<file path="src/rtl/imem_loader.sv">
// Streams 64-bit host words into instruction memory one byte per clock.
// The processor is held off with busy while an image is being loaded.
module imem_loader #(
  parameter int MEM_BYTES = 1024
) (
  input  logic        clk,
  input  logic        rst_n,
  input  logic        start,
  input  logic [63:0] base_addr,
  input  logic        in_valid,
  input  logic [63:0] in_data,
  input  logic [3:0]  in_nbytes,
  input  logic        in_last,
  output logic        in_ready,
  output logic        mem_we,
  output logic [63:0] mem_addr,
  output logic [7:0]  mem_wdata,
  output logic        busy,
  output logic        done,
  output logic        load_error,
  output logic [63:0] bytes_written
);

  // state  | meaning
  // S_IDLE | out of reset, no load started
  // S_WAIT | load active, waiting for the next host word
  // S_EMIT | writing the captured word, one byte per cycle
  // S_DONE | last word written, image complete
  // S_ERR  | word rejected, load aborted
  typedef enum logic [2:0] {S_IDLE, S_WAIT, S_EMIT, S_DONE, S_ERR} state_t;

  localparam logic [64:0] MEM_LIM = 65'(MEM_BYTES);

  state_t      state_q, state_d;
  logic [63:0] addr_ptr_q, addr_ptr_d;
  logic [63:0] bytes_written_q, bytes_written_d;
  logic [63:0] data_q, data_d;
  logic [3:0]  nbytes_q, nbytes_d;
  logic        last_q, last_d;
  logic [2:0]  idx_q, idx_d;
  logic        mem_we_q, mem_we_d;
  logic [63:0] mem_addr_q, mem_addr_d;
  logic [7:0]  mem_wdata_q, mem_wdata_d;
  logic        busy_q, busy_d;
  logic        done_q, done_d;
  logic        load_error_q, load_error_d;

  logic        idle_like;
  logic        accept;
  logic        bad_n;
  logic        ovf;
  logic [64:0] end_addr;
  logic        last_byte;
  logic [2:0]  idx_inc;

  assign idle_like = (state_q == S_IDLE) || (state_q == S_DONE) || (state_q == S_ERR);
  assign accept    = (state_q == S_WAIT) && in_valid;
  assign bad_n     = (in_nbytes == 4'd0) || (in_nbytes > 4'd8);
  // 65-bit sum so a base near the top of the address space cannot wrap past the check
  assign end_addr  = {1'b0, addr_ptr_q} + {61'd0, in_nbytes};
  assign ovf       = end_addr > MEM_LIM;
  assign last_byte = ({1'b0, idx_q} == (nbytes_q - 4'd1));
  assign idx_inc   = idx_q + 3'd1;

  always_ff @(posedge clk or negedge rst_n) begin
    if (!rst_n) begin
      state_q         <= S_IDLE;
      addr_ptr_q      <= '0;
      bytes_written_q <= '0;
      data_q          <= '0;
      nbytes_q        <= '0;
      last_q          <= 1'b0;
      idx_q           <= '0;
      mem_we_q        <= 1'b0;
      mem_addr_q      <= '0;
      mem_wdata_q     <= '0;
      busy_q          <= 1'b0;
      done_q          <= 1'b0;
      load_error_q    <= 1'b0;
    end else begin
      state_q         <= state_d;
      addr_ptr_q      <= addr_ptr_d;
      bytes_written_q <= bytes_written_d;
      data_q          <= data_d;
      nbytes_q        <= nbytes_d;
      last_q          <= last_d;
      idx_q           <= idx_d;
      mem_we_q        <= mem_we_d;
      mem_addr_q      <= mem_addr_d;
      mem_wdata_q     <= mem_wdata_d;
      busy_q          <= busy_d;
      done_q          <= done_d;
      load_error_q    <= load_error_d;
    end
  end

  always_comb begin
    state_d = state_q;
    case (state_q)
      S_IDLE, S_DONE, S_ERR: if (start) state_d = S_WAIT;
      S_WAIT: begin
        if (in_valid) begin
          if (bad_n || ovf) state_d = S_ERR;
          else              state_d = S_EMIT;
        end
      end
      S_EMIT: if (last_byte) state_d = last_q ? S_DONE : S_WAIT;
      default: state_d = S_IDLE;
    endcase
  end

  // Write strobe/address/data are registered, so the first byte is launched
  // on the acceptance edge and each EMIT cycle launches the following byte.
  always_comb begin
    addr_ptr_d      = addr_ptr_q;
    bytes_written_d = bytes_written_q;
    data_d          = data_q;
    nbytes_d        = nbytes_q;
    last_d          = last_q;
    idx_d           = idx_q;
    mem_we_d        = 1'b0;
    mem_addr_d      = mem_addr_q;
    mem_wdata_d     = mem_wdata_q;

    if (idle_like && start) begin
      addr_ptr_d      = base_addr;
      bytes_written_d = '0;
    end

    if (accept) begin
      data_d   = in_data;
      nbytes_d = in_nbytes;
      last_d   = in_last;
      idx_d    = '0;
      if (state_d == S_EMIT) begin
        mem_we_d    = 1'b1;
        mem_addr_d  = addr_ptr_q;
        mem_wdata_d = in_data[7:0];
      end
    end

    if (state_q == S_EMIT) begin
      addr_ptr_d      = addr_ptr_q + 64'd1;
      bytes_written_d = bytes_written_q + 64'd1;
      if (!last_byte) begin
        idx_d       = idx_inc;
        mem_we_d    = 1'b1;
        mem_addr_d  = addr_ptr_q + 64'd1;
        mem_wdata_d = data_q[{idx_inc, 3'b000} +: 8];
      end
    end
  end

  always_comb begin
    busy_d       = (state_d == S_WAIT) || (state_d == S_EMIT);
    done_d       = (state_d == S_DONE);
    load_error_d = (state_d == S_ERR);
  end

  assign in_ready      = (state_q == S_WAIT);
  assign mem_we        = mem_we_q;
  assign mem_addr      = mem_addr_q;
  assign mem_wdata     = mem_wdata_q;
  assign busy          = busy_q;
  assign done          = done_q;
  assign load_error    = load_error_q;
  assign bytes_written = bytes_written_q;

endmodule

</file>
<file path="config.mk">
export PLATFORM = sky130hd
export DESIGN_NAME = imem_loader
export DESIGN_NICKNAME = d
export VERILOG_FILES = /design/src/rtl/imem_loader.sv
export SDC_FILE = /design/constraint.sdc
export NUM_CORES = 1
export LEC_CHECK = 0
export ABC_AREA = 1
export BUFFER_PORTS_ARGS = -buffer_cell sky130_fd_sc_hd__buf_2
export CORE_UTILIZATION = 45
export DETAILED_ROUTE_END_ITERATION = 8
export PLACE_DENSITY_LB_ADDON = 0.25
export SLEW_MARGIN = 20
export SYNTH_ARGS = -nofsm -noshare
export SYNTH_HDL_FRONTEND = slang
export SYNTH_SLANG_ARGS = --single-unit
</file>
<file path="constraint.sdc">
create_clock -name clk -period 3.05 [get_ports clk]
set_input_delay 0.305 -clock clk [delete_from_list [all_inputs] [get_ports clk]]
set_output_delay 0.305 -clock clk [all_outputs]
set_load 0.05 [all_outputs]
</file>
======== After elaboration in Yosys (flattened, before gate mapping) ========
Cells that the tools add are included.
cells by class
  order comparisons ....................... 2
  reduce and logical (&&, ||, !) cells .... 11
  muxes and demuxes ....................... 25
  shifts and indexed selects .............. 1
  add/subtract/negate cells ............... 5
  eq/ne operators ......................... 9
operators with widths
  kind                   count
  $mux 64                8
  $add 64x1->64 const B  2
  $add 64x4->65          1
  $gt 65x11->1 const B   1
  $shiftx 64x7->8        1
  $mux 8                 4
  $mux 3                 7
  $eq 3x2->1 const B     4
  $pmux 3 s3             1
  $eq 3x1->1 const B     2
  $eq 3x3->1 const B     2
  $logic_or 1x1->1       5
  $eq 3x4->1             1
  $gt 4x4->1 const B     1
  $logic_not 4->1        1
  $mux 1                 4
  $sub 4x1->4 const B    1
  $add 3x1->3 const B    1
  $logic_not 3->1        1
  $reduce_or 3->1        1
  $logic_and 1x1->1      2
  $mux 2                 1
  $reduce_bool 2->1      1
word-level totals
  output and inout bits ................... 141
  logic and storage cells ................. 66
  register bits after elaboration ......... 279
  input bits .............................. 137

======== Logic depth before layout (Yosys ltp) ========
Gate-level depths: netlist (run 1).
  depth after elaboration ................. 11
  gate-level depth with buffers ........... 21
  mapped depth without buffers ............ 20

======== Worst setup path after synthesis (run 1) ========
No wires, ideal clock.
  kind .................................... register to register
  from .................................... register bytes_written_q[0], in the netlist bytes_written[0]
  to ...................................... register bytes_written_q[52], in the netlist bytes_written[52]
  stages on the path, launching flop included .. 17
  buffers on the path ..................... 0
  data arrival time ....................... 2.713 ns
  path slack .............................. 0.208 ns
  required time ........................... 2.921 ns
  clock period less this slack ............ 2.842 ns
  setup time .............................. 0.129 ns
  path through ............................ dfrtp_1 ha_1 nand2_1 inv_1 nand2_1 nor2_1 nand3_1 nor2_1 nand2_1 nor2_1 nand4_1 nor2_1 nand2_1 nor3_1 nand3_1 nand2_1 a22oi_1
between the ends
  cells in the longest elaborated chain, start to end .. 2
RTL lines
  item                      line  source
  start: declaration        36    logic [63:0] bytes_written_q, bytes_written_d;
  start signal: assignment  83    bytes_written_q <= bytes_written_d;
  $add 64x1->64             144   bytes_written_d = bytes_written_q + 64'd1;
  $mux 64                   142   if (state_q == S_EMIT) begin
No other way between the ends.
A chain may end at the register's enable or synchronous reset.

======== Worst setup path in the final report (run 1) ========
  from .................................... register addr_ptr_q[0]
  to ...................................... register mem_addr_q[45], in the netlist mem_addr[45]
between the ends
  cells in the longest elaborated chain, start to end .. 11
  elaborated cells between the ends (all ways) .. 12
  those cells by class .................... 2 x add/sub; 1 x order compare; 1 x eq/ne; 7 x mux; 1 x reduce/logical
RTL lines
  item                      line  source
  start: declaration        35    logic [63:0] addr_ptr_q, addr_ptr_d;
  start signal: assignment  82    addr_ptr_q <= addr_ptr_d;
  $add 64x4->65             60    assign end_addr = {1'b0, addr_ptr_q} + {61'd0, in_nbytes};
  $gt 65x11->1              61    assign ovf = end_addr > MEM_LIM;
  $logic_or 1x1->1          103   if (bad_n || ovf) state_d = S_ERR;
  $mux 3                    103
  $mux 3                    102   if (in_valid) begin
  $pmux 3 s3                99    case (state_q)
  $eq 3x2->1                135   if (state_d == S_EMIT) begin
  $mux 64                   135
  $mux 64                   130   if (accept) begin
  $mux 64                   145   if (!last_byte) begin
  $mux 64 (*)               142
  named net mem_addr_d[45]  42    logic [63:0] mem_addr_q, mem_addr_d;
  end signal: assignment    89    mem_addr_q <= mem_addr_d;
  end: declaration          42
Mark *: on every way through the listed nets, which the timed path passes. The rest lies on a longest branch.

==> results of run 1 <==
[critical path, cell delays in order, from the launching register on]
cell	delay (ns)
dfrtp_1	0.40
ha_4	0.18
fa_2	0.35
nand2_2	0.10
nand2_4	0.08
nand2_2	0.11
nor2_4	0.08
nand2_2	0.09
nand2_1	0.05
nand2_1	0.07
o21ai_1	0.08
nor2_2	0.16
nand3_1	0.11
nor2_2	0.17
nand2_2	0.08
nor2_2	0.12
nand4_1	0.15
nand2_2	0.17
inv_6	0.09
buf_12	0.16
nand2_1	0.07
nand2_1	0.07
[state kept, by name (all words and copies together), names as in the netlist]
register	cells
nbytes_q	4
mem_addr	64
load_error	1
addr_ptr_q	64
mem_wdata	8
bytes_written	64
last_q	1
mem_we	1
idx_q	3
state_q	3
done	1
busy	1
data_q	64
[per-layer routing]
metal  up-vias  global-route usage [%]  part of all wire, %
met5         -                       0                0.018
met4         2                    14.2                  4.3
met3       156                    4.02                  5.4
met2       718                    62.2                   48
met1      9211                    45.5                   42
li1       9116                       -                    -
[final timing paths]
check | startpoint | to | slack [ns] | cells after the start
hold reg to reg | mem_addr[30] | mem_addr[30] | 0.46 | 2
setup / recovery | addr_ptr_q[0] | mem_addr[45] | 0.006 | 21
hold / removal | base_addr[49] | addr_ptr_q[49] | 0.03 | 3
min in group asynchronous | rst_n | mem_addr[12] | 0.28 | 2
max in group asynchronous | rst_n | bytes_written[29] | 2.00 | 3
setup reg to reg | addr_ptr_q[0] | mem_addr[45] | 0.006 | 21
[cells in the mapped netlist, drive strengths merged (47+ instances only)]
cell	number
nand4	64
nor3	57
a31oi	47
clkbuf	72
dfrtp	279
inv	258
nand2	682
xor2	73
mux2	57
nand3	162
o21ai	101
nor2	390
[cell usage in the layout, fill, tap and decap left out, drive strengths merged, types with 47 or more instances in the layout]
master	instances
nand2	682
buf	504
nor2	390
dfrtp	279
inv	258
nand3	162
dlygate4sd3	117
o21ai	101
xor2	73
nand4	64
mux2	57
nor3	57
a31oi	47
[cell type report]
cell class                 count  share of cell area [%]
timing repair buffer         622                    19.1
sequential                   279                    29.7
tap                          511                    2.71
inverter                     259                    4.17
antenna                        2                  0.0212
clock buffer                  44                    3.88
multi-input combinational   1814                    39.7
clock inverter                10                   0.621
[cells by family (layout without fill, tap and decap cells)]
kind of cell    Yosys count  count (layout)  share of synthesized area [%]
simple gates           1399            1399                           34.1
buf+inv                 349             935                           7.83
flops                   279             279                           40.2
compound gates          263             263                           9.13
xor+xnor                 86              86                           4.34
mux                      57              57                           3.70
fa+ha+maj                 9               9                          0.692
other cells               0               2                              0
[power breakdown]
| group | internal, W | total [W] | switching, W | leakage (nW) |
|---|---|---|---|---|
| clock network | 0.00233 | 0.00400 | 0.00167 | 0.524 |
| registers | 0.00510 | 0.00639 | 0.00129 | 3.43 |
| logic | 0.00327 | 0.00952 | 0.00624 | 7.19 |
| total | 0.0107 | 0.0199 | 0.00921 | 11.1 |
[stage by stage]
| stage | power (W) | TNS, ns | util (%) | area, µm² | worst slack, ns |
|---|---|---|---|---|---|
| after floorplan | 0.0117 | 0 | - | 17400 | 0.208 |
| after global placement | 0.0151 | -17.55 | 55.1 | 20800 | -0.275 |
| after detailed placement | 0.0153 | -23.02 | 55.1 | 20800 | -0.370 |
| after CTS | 0.0196 | 0 | 61.6 | 23300 | 0.0222 |
| after global routing | 0.0209 | -11.98 | 62.2 | 23600 | -0.193 |
| final | 0.0199 | 0 | 62.2 | 23600 | 0.00602 |
[timing repair]
item	CTS	global route
buffers inserted	8	3
setup endpoints to repair	77	82
hold buffers	117	0
gates resized for setup	46	57
cloned	1	1
pin swaps	20	12
hold endpoints to repair	184	0
==> impl_metrics.yaml, run 1 <==
synth:
  async_flop_share_pct: 100
  synth_edf_count: 0
  synth.ff_latch_count: 279
  syn_inst: 2442
  ys_top_cells_by_area: "dfrtp_1, nand2_1, nor2_1, inv_1, nand3_1"
  syn_nets: 2588
  ys_warn_count: 0
  synth_top_area_cell: "dfrtp_1"
  synth_top_area_share_pct: 40.2
  synth.distinct_cells: 44
  yosysSeqAreaShare_pct: 40.2
  synth-main-ff-cell: "dfrtp_1"
  avgSynthCellArea_um2: 7.11
  syn_area_mm2: 0.0174
die:
  die_w_um: 198
  die_h_um: 198
  rows: 71
  start_util_pct: 45.9
  core-area_mm2: 0.0378
  ios: 278
  die_area_mm2: 0.0394
sta:
  hold_viol: 0
  rsz0062_at_grt: "yes"
  fin_crit_sh_pct: 99.8
  period_minus_slack_ns: 3.04
  holdWs_ns: 0.0255
  slew_headroom_pct: 52.3
  setup_viol: 0
  skew_ns: 0.0187
  report.final.slew_viol_count: 0
  max_freq_mhz: 329
  worst_slew_pin_slew_ns: 0.709
clock_network:
  cts_buffers: 31
  insertion_delay_ns: 0.62
  root_buffer: "clkbuf_16"
  clockBufferDepth: 3
  cts.sinks: 279
  cts.clk_slew.worst_paths_ns: 0.06
  cts_tree: "built"
  h-tree-depth: 1
detailed_routing:
  wl_per_cell_um: 20.2
  initialDrtViolationCount: 1439
  drc: 0
  vias_per_cell: 5.42
  final_antenna_net_count: 0
  detail_route.first_pass.iterations: 6
  wl_um: 71400
  via_count: 19200
setup_path:
  worst-endpoint-required_ns: 3.55
  arrival_ns: 3.55
  critPathKind: "flip-flop to flip-flop"
  end_kind: "flip-flop"
  worstSetupStartpointType: "flip-flop"
  crit_path_max_fanout: 13
power_and_ir_drop:
  powerDensity_mw_per_mm2: 845
  power_leakage_nw: 11.1
  ir_drop_uv: 581
place:
  hpwl_um: 53000
  io_buffer_count: 277
  place_congestion: 1.02
  dp.cells: 3356
finish:
  areaGrowthSynthToFinish_pct: 35.6
  final_net_count: 3153
  post_layout_nonfiller_instances: 3541
  fillers: 3432
  multi_input_area_mm2: 0.00936
  drive_gt1_share_pct: 24.6
  regArea_mm2: 0.00700
outcome:
  status: "finished clean"
worst_hold_path:
  hp-class: "primary input to flip-flop"
grt:
  grt_pass1_vias: 18900
  grt_overflow: 0
  grt_pass1_wl_um: 108000
  grt_max_degree: 81
  antenna_found_initial: 3
  grtUsageTotal_pct: 35.8
run:
  drv_cap: 0
Power figures use the tool's default switching activity.
==> run 2, diff against run 1 <==
--- a/config.mk
+++ b/config.mk
@@ -7,7 +7,7 @@
 export LEC_CHECK = 0
 export ABC_AREA = 1
 export BUFFER_PORTS_ARGS = -buffer_cell sky130_fd_sc_hd__buf_2
-export CORE_UTILIZATION = 45
+export CORE_UTILIZATION = 30
 export DETAILED_ROUTE_END_ITERATION = 8
 export PLACE_DENSITY_LB_ADDON = 0.25
 export SLEW_MARGIN = 20
==> impl_metrics.yaml, run 2 (synthesis gave the netlist of run 1 again) <==
outcome:
  status: "finished clean"
detailed_routing:
  initialDrtViolationCount: 1233
  wl_um: 75900
  detail_route.first_pass.iterations: 5
  vias_per_cell: 5.01
  final_antenna_net_count: 0
  via_count: 19000
  wl_per_cell_um: 20.1
  drc: 0
setup_path:
  rrSetupSlack_ns: 0.01
  critPathKind: "flip-flop to flip-flop"
  timing.rr.start: "addr_ptr_q[26]"
  crit_chain: "buf_4 -> nand2_1 -> nor2_1 -> nand2_1 -> nor2_2 -> buf_4 -> nand2_1 -> nand2_1 -> nand3_1 -> nor2_1 -> nand3_1 -> nor2_1 -> nand2_2 -> nor2_1 -> nand4_1 -> nand2_2 -> inv_8 -> clkbuf_16 -> nand2_1 -> nand2_1"
  end_kind: "flip-flop"
  crit_path_max_fanout: 8
  arrival_ns: 3.48
  path_delay_family: "simple AND/OR/NAND/NOR gates"
  critPathSlowestCell: "dfrtp_1"
  endpoint: "mem_addr[48]"
  cp_common_cell: "nand2_1"
  worst-endpoint-required_ns: 3.49
  crit_start: "addr_ptr_q[26]"
  worstReg2RegEnd: "mem_addr[48]"
  path_buf_inv: 4
  worstSetupPathDepth: 20
  cpPeakStageDelay_ns: 0.38
  r2r.worst_path.cells: 20
  worstSetupStartpointType: "flip-flop"
place:
  postPlaceCellArea_mm2: 0.0212
  io_buffer_count: 277
  hpwl_um: 57200
  dp.cells: 3619
  place_congestion: 0.984
sta:
  hold_viol: 0
  rsz0062_at_grt: "yes"
  setup_viol: 0
  fin_crit_sh_pct: 99.6
  report.final.slew_viol_count: 0
  slew_headroom_pct: 48.3
  max_freq_mhz: 329
  period_minus_slack_ns: 3.04
  skew_ns: 0.0240
  tns_ns: 0
  worst_slew_pin_slew_ns: 0.769
clock_network:
  cts_tree: "built"
  h-tree-depth: 2
  cts_buffers: 35
  insertion_delay_ns: 0.58
  cts.sinks: 279
  root_buffer: "clkbuf_16"
  cts.clk_slew.worst_paths_ns: 0.06
  clockBufferDepth: 3
die:
  die_w_um: 243
  core-area_mm2: 0.0568
  die_h_um: 243
  rows: 87
  ios: 278
  start_util_pct: 30.6
  die_area_mm2: 0.0589
power_and_ir_drop:
  p_sw_share_pct: 45.7
  p_int_w: 0.0111
  powerDensity_mw_per_mm2: 852
  p_comb_share_pct: 47.3
  ir_drop_uv: 500
  power_leakage_nw: 11.3
  pwr-share-clk_pct: 22.0
  switchingPower_w: 0.00938
  seq_power_share_pct: 30.7
finish:
  postLayoutCellArea_mm2: 0.0241
  fillers: 5972
  most-common-layout-cells: "nand2_1, nor2_1, buf_2"
  areaGrowthSynthToFinish_pct: 38.6
  drive_gt1_share_pct: 26.7
  post_layout_nonfiller_instances: 3783
  final_common_cell: "nand2_1"
  final_net_count: 3144
worst_hold_path:
  hp-class: "primary input to flip-flop"
  holdPathStages: 3
grt:
  grt_pass1_vias: 19000
  grt_overflow: 0
  antenna_found_initial: 5
  grt_max_degree: 67
  grtUsageTotal_pct: 24.9
  grt_pass1_wl_um: 113000
run:
  drv_cap: 0
run 2: worst min-delay path by stage:
| stage | start | slack (ns) | endpoint |
|---|---|---|---|
| floorplan | rst_n | 0.009 | addr_ptr_q[0] |
| global placement | rst_n | 0.33 | mem_addr[12] |
| detailed placement | rst_n | 0.33 | mem_addr[12] |
| CTS | base_addr[12] | 0.0002 | addr_ptr_q[12] |
| global route | base_addr[22] | 0.01 | addr_ptr_q[22] |
| finish | base_addr[18] | 0.02 | addr_ptr_q[18] |
run 2: metrics by stage:
step / setup slack, ns / total power [W] / hold slack (ns) / utilization, %
3_5_place_dp: -0.239 / 0.0155 / 0.334 / 37.4
6_report: 0.0112 / 0.0205 / 0.0154 / 42.4
5_1_grt: -0.145 / 0.0217 / 0.0111 / 42.4
2_1_floorplan: 0.208 / 0.0117 / 0.00941 / -
3_3_place_gp: -0.219 / 0.0154 / 0.334 / 37.4
4_1_cts: 0.00329 / 0.0202 / 0.000165 / 41.0
run 2: power groups by stage:
stage	Sequential, W	Clock (W)	Combinational (W)
after floorplan	0.00766	0	0.00406
after global placement	0.00628	0	0.00909
after detailed placement	0.00630	0	0.00917
after CTS	0.00627	0.00462	0.00934
after global routing	0.00648	0.00475	0.0105
final	0.00630	0.00450	0.00970
run 2: timing repair:
| item | CTS | global route |
|---|---|---|
| endpoints found under the hold margin | 139 | 0 |
| setup buffers | 1 | 7 |
| setup endpoints to repair | 77 | 86 |
| pin swaps | 3 | 25 |
| hold buffers | 79 | 0 |
| gates resized for setup | 18 | 131 |
| cloned | 0 | 11 |
run 2: worst min-delay path: cells and delay by family:
kind                   cells  cell delay (ns)
AO/OA/AOI/OAI              1             0.08
AND/OR/NAND/NOR            1             0.05
buffers and inverters      1             0.10
run 2: area by class of cell:
cell class	instances	area, µm²	share of cell area (%)
multi-input cells	1814	9510	39.5
flip-flops and latches	279	7000	29.1
repair buffers	609	4380	18.2
clock buffers	49	1010	4.19
inverters	259	988	4.11
well taps	756	946	3.93
clock inverters	13	230	0.957
diodes	4	10.0	0.0416
run 2: routing by layer:
| metal | GRT usage, % | wire (µm) | up-vias |
|---|---|---|---|
| li1 | - | - | 9094 |
| met1 | 31.9 | 32400 | 9185 |
| met2 | 42.6 | 36900 | 553 |
| met3 | 3.27 | 3850 | 126 |
| met4 | 8.90 | 2680 | 2 |
| met5 | 0 | 10 | - |
==> run 3, diff against run 2 <==
--- a/config.mk
+++ b/config.mk
@@ -9,8 +9,6 @@
 export BUFFER_PORTS_ARGS = -buffer_cell sky130_fd_sc_hd__buf_2
 export CORE_UTILIZATION = 30
 export DETAILED_ROUTE_END_ITERATION = 8
-export PLACE_DENSITY_LB_ADDON = 0.25
-export SLEW_MARGIN = 20
 export SYNTH_ARGS = -nofsm -noshare
 export SYNTH_HDL_FRONTEND = slang
 export SYNTH_SLANG_ARGS = --single-unit
==> impl_metrics.yaml, run 3 (synthesis gave the netlist of run 1 again) <==
outcome:
  violations: "setup timing"
  status: "complete, but fails checks"
place:
  io_buffer_count: 277
  postPlaceCellArea_mm2: 0.0209
  dp_slack_ns: -0.240
  hpwl_um: 53400
  place_congestion: 1.01
clock_network:
  cts.clk_slew.worst_paths_ns: 0.06
  cts_tree: "built"
  root_buffer: "clkbuf_16"
  cts.sinks: 279
  clockBufferDepth: 3
  cts_buffers: 35
  h-tree-depth: 2
  insertion_delay_ns: 0.56
setup_path:
  arrival_ns: 3.56
  crit_chain: "nand2_1 -> buf_4 -> nor2_1 -> buf_4 -> nand2_1 -> nor2_1 -> nand3_1 -> xor2_1 -> nand3_1 -> nor2_1 -> nand2_2 -> nor2_1 -> nand4_1 -> buf_6 -> clkbuf_16 -> a21oi_4 -> nor2_1"
  cpPeakStageDelay_ns: 0.43
  cp_common_cell: "nor2_1"
  critPathSlowestCell: "dfrtp_1"
  critPathKind: "flip-flop to flip-flop"
  worstReg2RegEnd: "busy"
  worstSetupStartpointType: "flip-flop"
  rrSetupSlack_ns: -0.07
  end_kind: "flip-flop"
  crit_path_max_fanout: 5
  r2r.worst_path.cells: 17
  timing.rr.start: "addr_ptr_q[24]"
  worst-endpoint-required_ns: 3.49
finish:
  areaGrowthSynthToFinish_pct: 33.6
  final_net_count: 3071
  postLayoutCellArea_mm2: 0.0232
  final_common_cell: "nand2_1"
  most-common-layout-cells: "nand2_1, nor2_1, buf_2"
  fillers: 5991
  multi_input_area_mm2: 0.00947
  regArea_mm2: 0.00700
  drive_gt1_share_pct: 25.1
  utilization_pct: 40.8
power_and_ir_drop:
  switchingPower_w: 0.00909
  power_leakage_nw: 10.8
  seq_power_share_pct: 31.9
  p_comb_share_pct: 47.0
  powerDensity_mw_per_mm2: 852
  p_int_w: 0.0107
  p_sw_share_pct: 46.0
  ir_drop_uv: 548
  pwr-share-clk_pct: 21.0
die:
  die_area_mm2: 0.0589
  start_util_pct: 30.6
  die_h_um: 243
  rows: 87
  ios: 278
  core-area_mm2: 0.0568
  die_w_um: 243
sta:
  period_minus_slack_ns: 3.12
  hold_viol: 0
  tns_ns: -1.42
  fin_crit_sh_pct: 102
  setup_viol: 59
  skew_ns: 0.0212
  report.final.slew_viol_count: 0
  worst_slew_pin_slew_ns: 1.10
  slew_headroom_pct: 26.8
  rsz0062_at_grt: "yes"
  max_freq_mhz: 321
  setup_ws_ns: -0.0673
detailed_routing:
  detail_route.first_pass.iterations: 5
  final_antenna_net_count: 0
  via_count: 18600
  initialDrtViolationCount: 1396
  vias_per_cell: 5.00
  drc: 0
  wl_per_cell_um: 19.0
  wl_um: 70400
grt:
  grtUsageTotal_pct: 23.4
  grt_pass1_vias: 17700
  antenna_found_initial: 5
  grt_max_degree: 123
  grt_overflow: 0
  grt_pass1_wl_um: 106000
worst_hold_path:
  holdPathStages: 3
  hp-class: "primary input to flip-flop"
  hp-start: "base_addr[57]"
  min_delay_worst_endpoint: "addr_ptr_q[57]"
run:
  drv_cap: 0
==> run 3: cell types whose count changed in the layout (fill, tap and decap cells not counted), moves of 4 or more <==
cell | before | now
nor2_1 | 344 | 351
clkbuf_8 | 8 | 4
nand3_2 | 20 | 14
nand3_1 | 140 | 145
buf_4 | 228 | 185
nand2_1 | 632 | 638
dlygate4sd3_1 | 79 | 57
nand2_2 | 33 | 29
nor2_2 | 31 | 24
clkbuf_16 | 43 | 38
==> run 3: cell type report <==
type / instances / share of cell area [%]
Tap cell: 756 / 4.08
Antenna cell: 3 / 0.0324
Sequential cell: 279 / 30.2
Multi-Input combinational cell: 1814 / 40.8
Clock inverter: 14 / 0.620
Timing Repair Buffer: 536 / 15.8
Inverter: 259 / 4.23
Clock buffer: 47 / 4.23
==> run 3: routing by layer <==
| layer | vias up | track usage (%) | wire (µm) |
|---|---|---|---|
| li1 | 8952 | - | - |
| met1 | 8844 | 31.1 | 30700 |
| met2 | 631 | 37.8 | 32700 |
| met3 | 126 | 4.11 | 4470 |
| met4 | 4 | 8.53 | 2470 |
| met5 | - | 0 | 25 |
==> run 3: stage by stage <==
step	hold slack, ns	power, W	cells
6_report	0.0193	0.0198	3708
5_1_grt	0.000859	0.0209	3707
4_1_cts	0.000976	0.0195	3697
3_5_place_dp	0.369	0.0151	3574
3_3_place_gp	0.384	0.0150	3574
2_1_floorplan	0.00941	0.0117	2442
==> run 3: worst max-delay path: cells and delay by family, from the launching register on <==
| family | cells | cell delay (ns) |
|---|---|---|
| xor+xnor | 1 | 0.15 |
| flops | 1 | 0.43 |
| simple gates | 11 | 1.55 |
| buf+inv | 4 | 0.71 |
| compound gates | 1 | 0.15 |
==> run 3: repair_timing <==
action,4_1_cts,5_1_grt
hold buffers,57,0
pin swaps,9,22
cloned,1,2
endpoints found under the hold margin,132,0
endpoints found under the setup margin,77,85
buffers inserted,4,8
resized for setup,37,95
==> run 3: power groups by stage <==
stage               logic (W)  registers, W  clock network, W
floorplan             0.00406       0.00766                 0
global placement      0.00873       0.00630                 0
detailed placement    0.00878       0.00627                 0
CTS                   0.00897       0.00626           0.00426
global route           0.0100       0.00647           0.00440
finish                0.00929       0.00630           0.00416
==> run 3: worst max path at each step <==
stage                           from                end  slack (ns)  depth (start not counted)
finish                addr_ptr_q[24]               busy       -0.07                         17
global route           addr_ptr_q[1]               busy       -0.24                         19
CTS                    addr_ptr_q[2]       mem_addr[33]       -0.02                         20
detailed placement      in_nbytes[2]       mem_addr[33]       -0.24                         21
global placement        in_nbytes[2]               busy       -0.20                         20
floorplan           bytes_written[0]  bytes_written[52]        0.21                         16
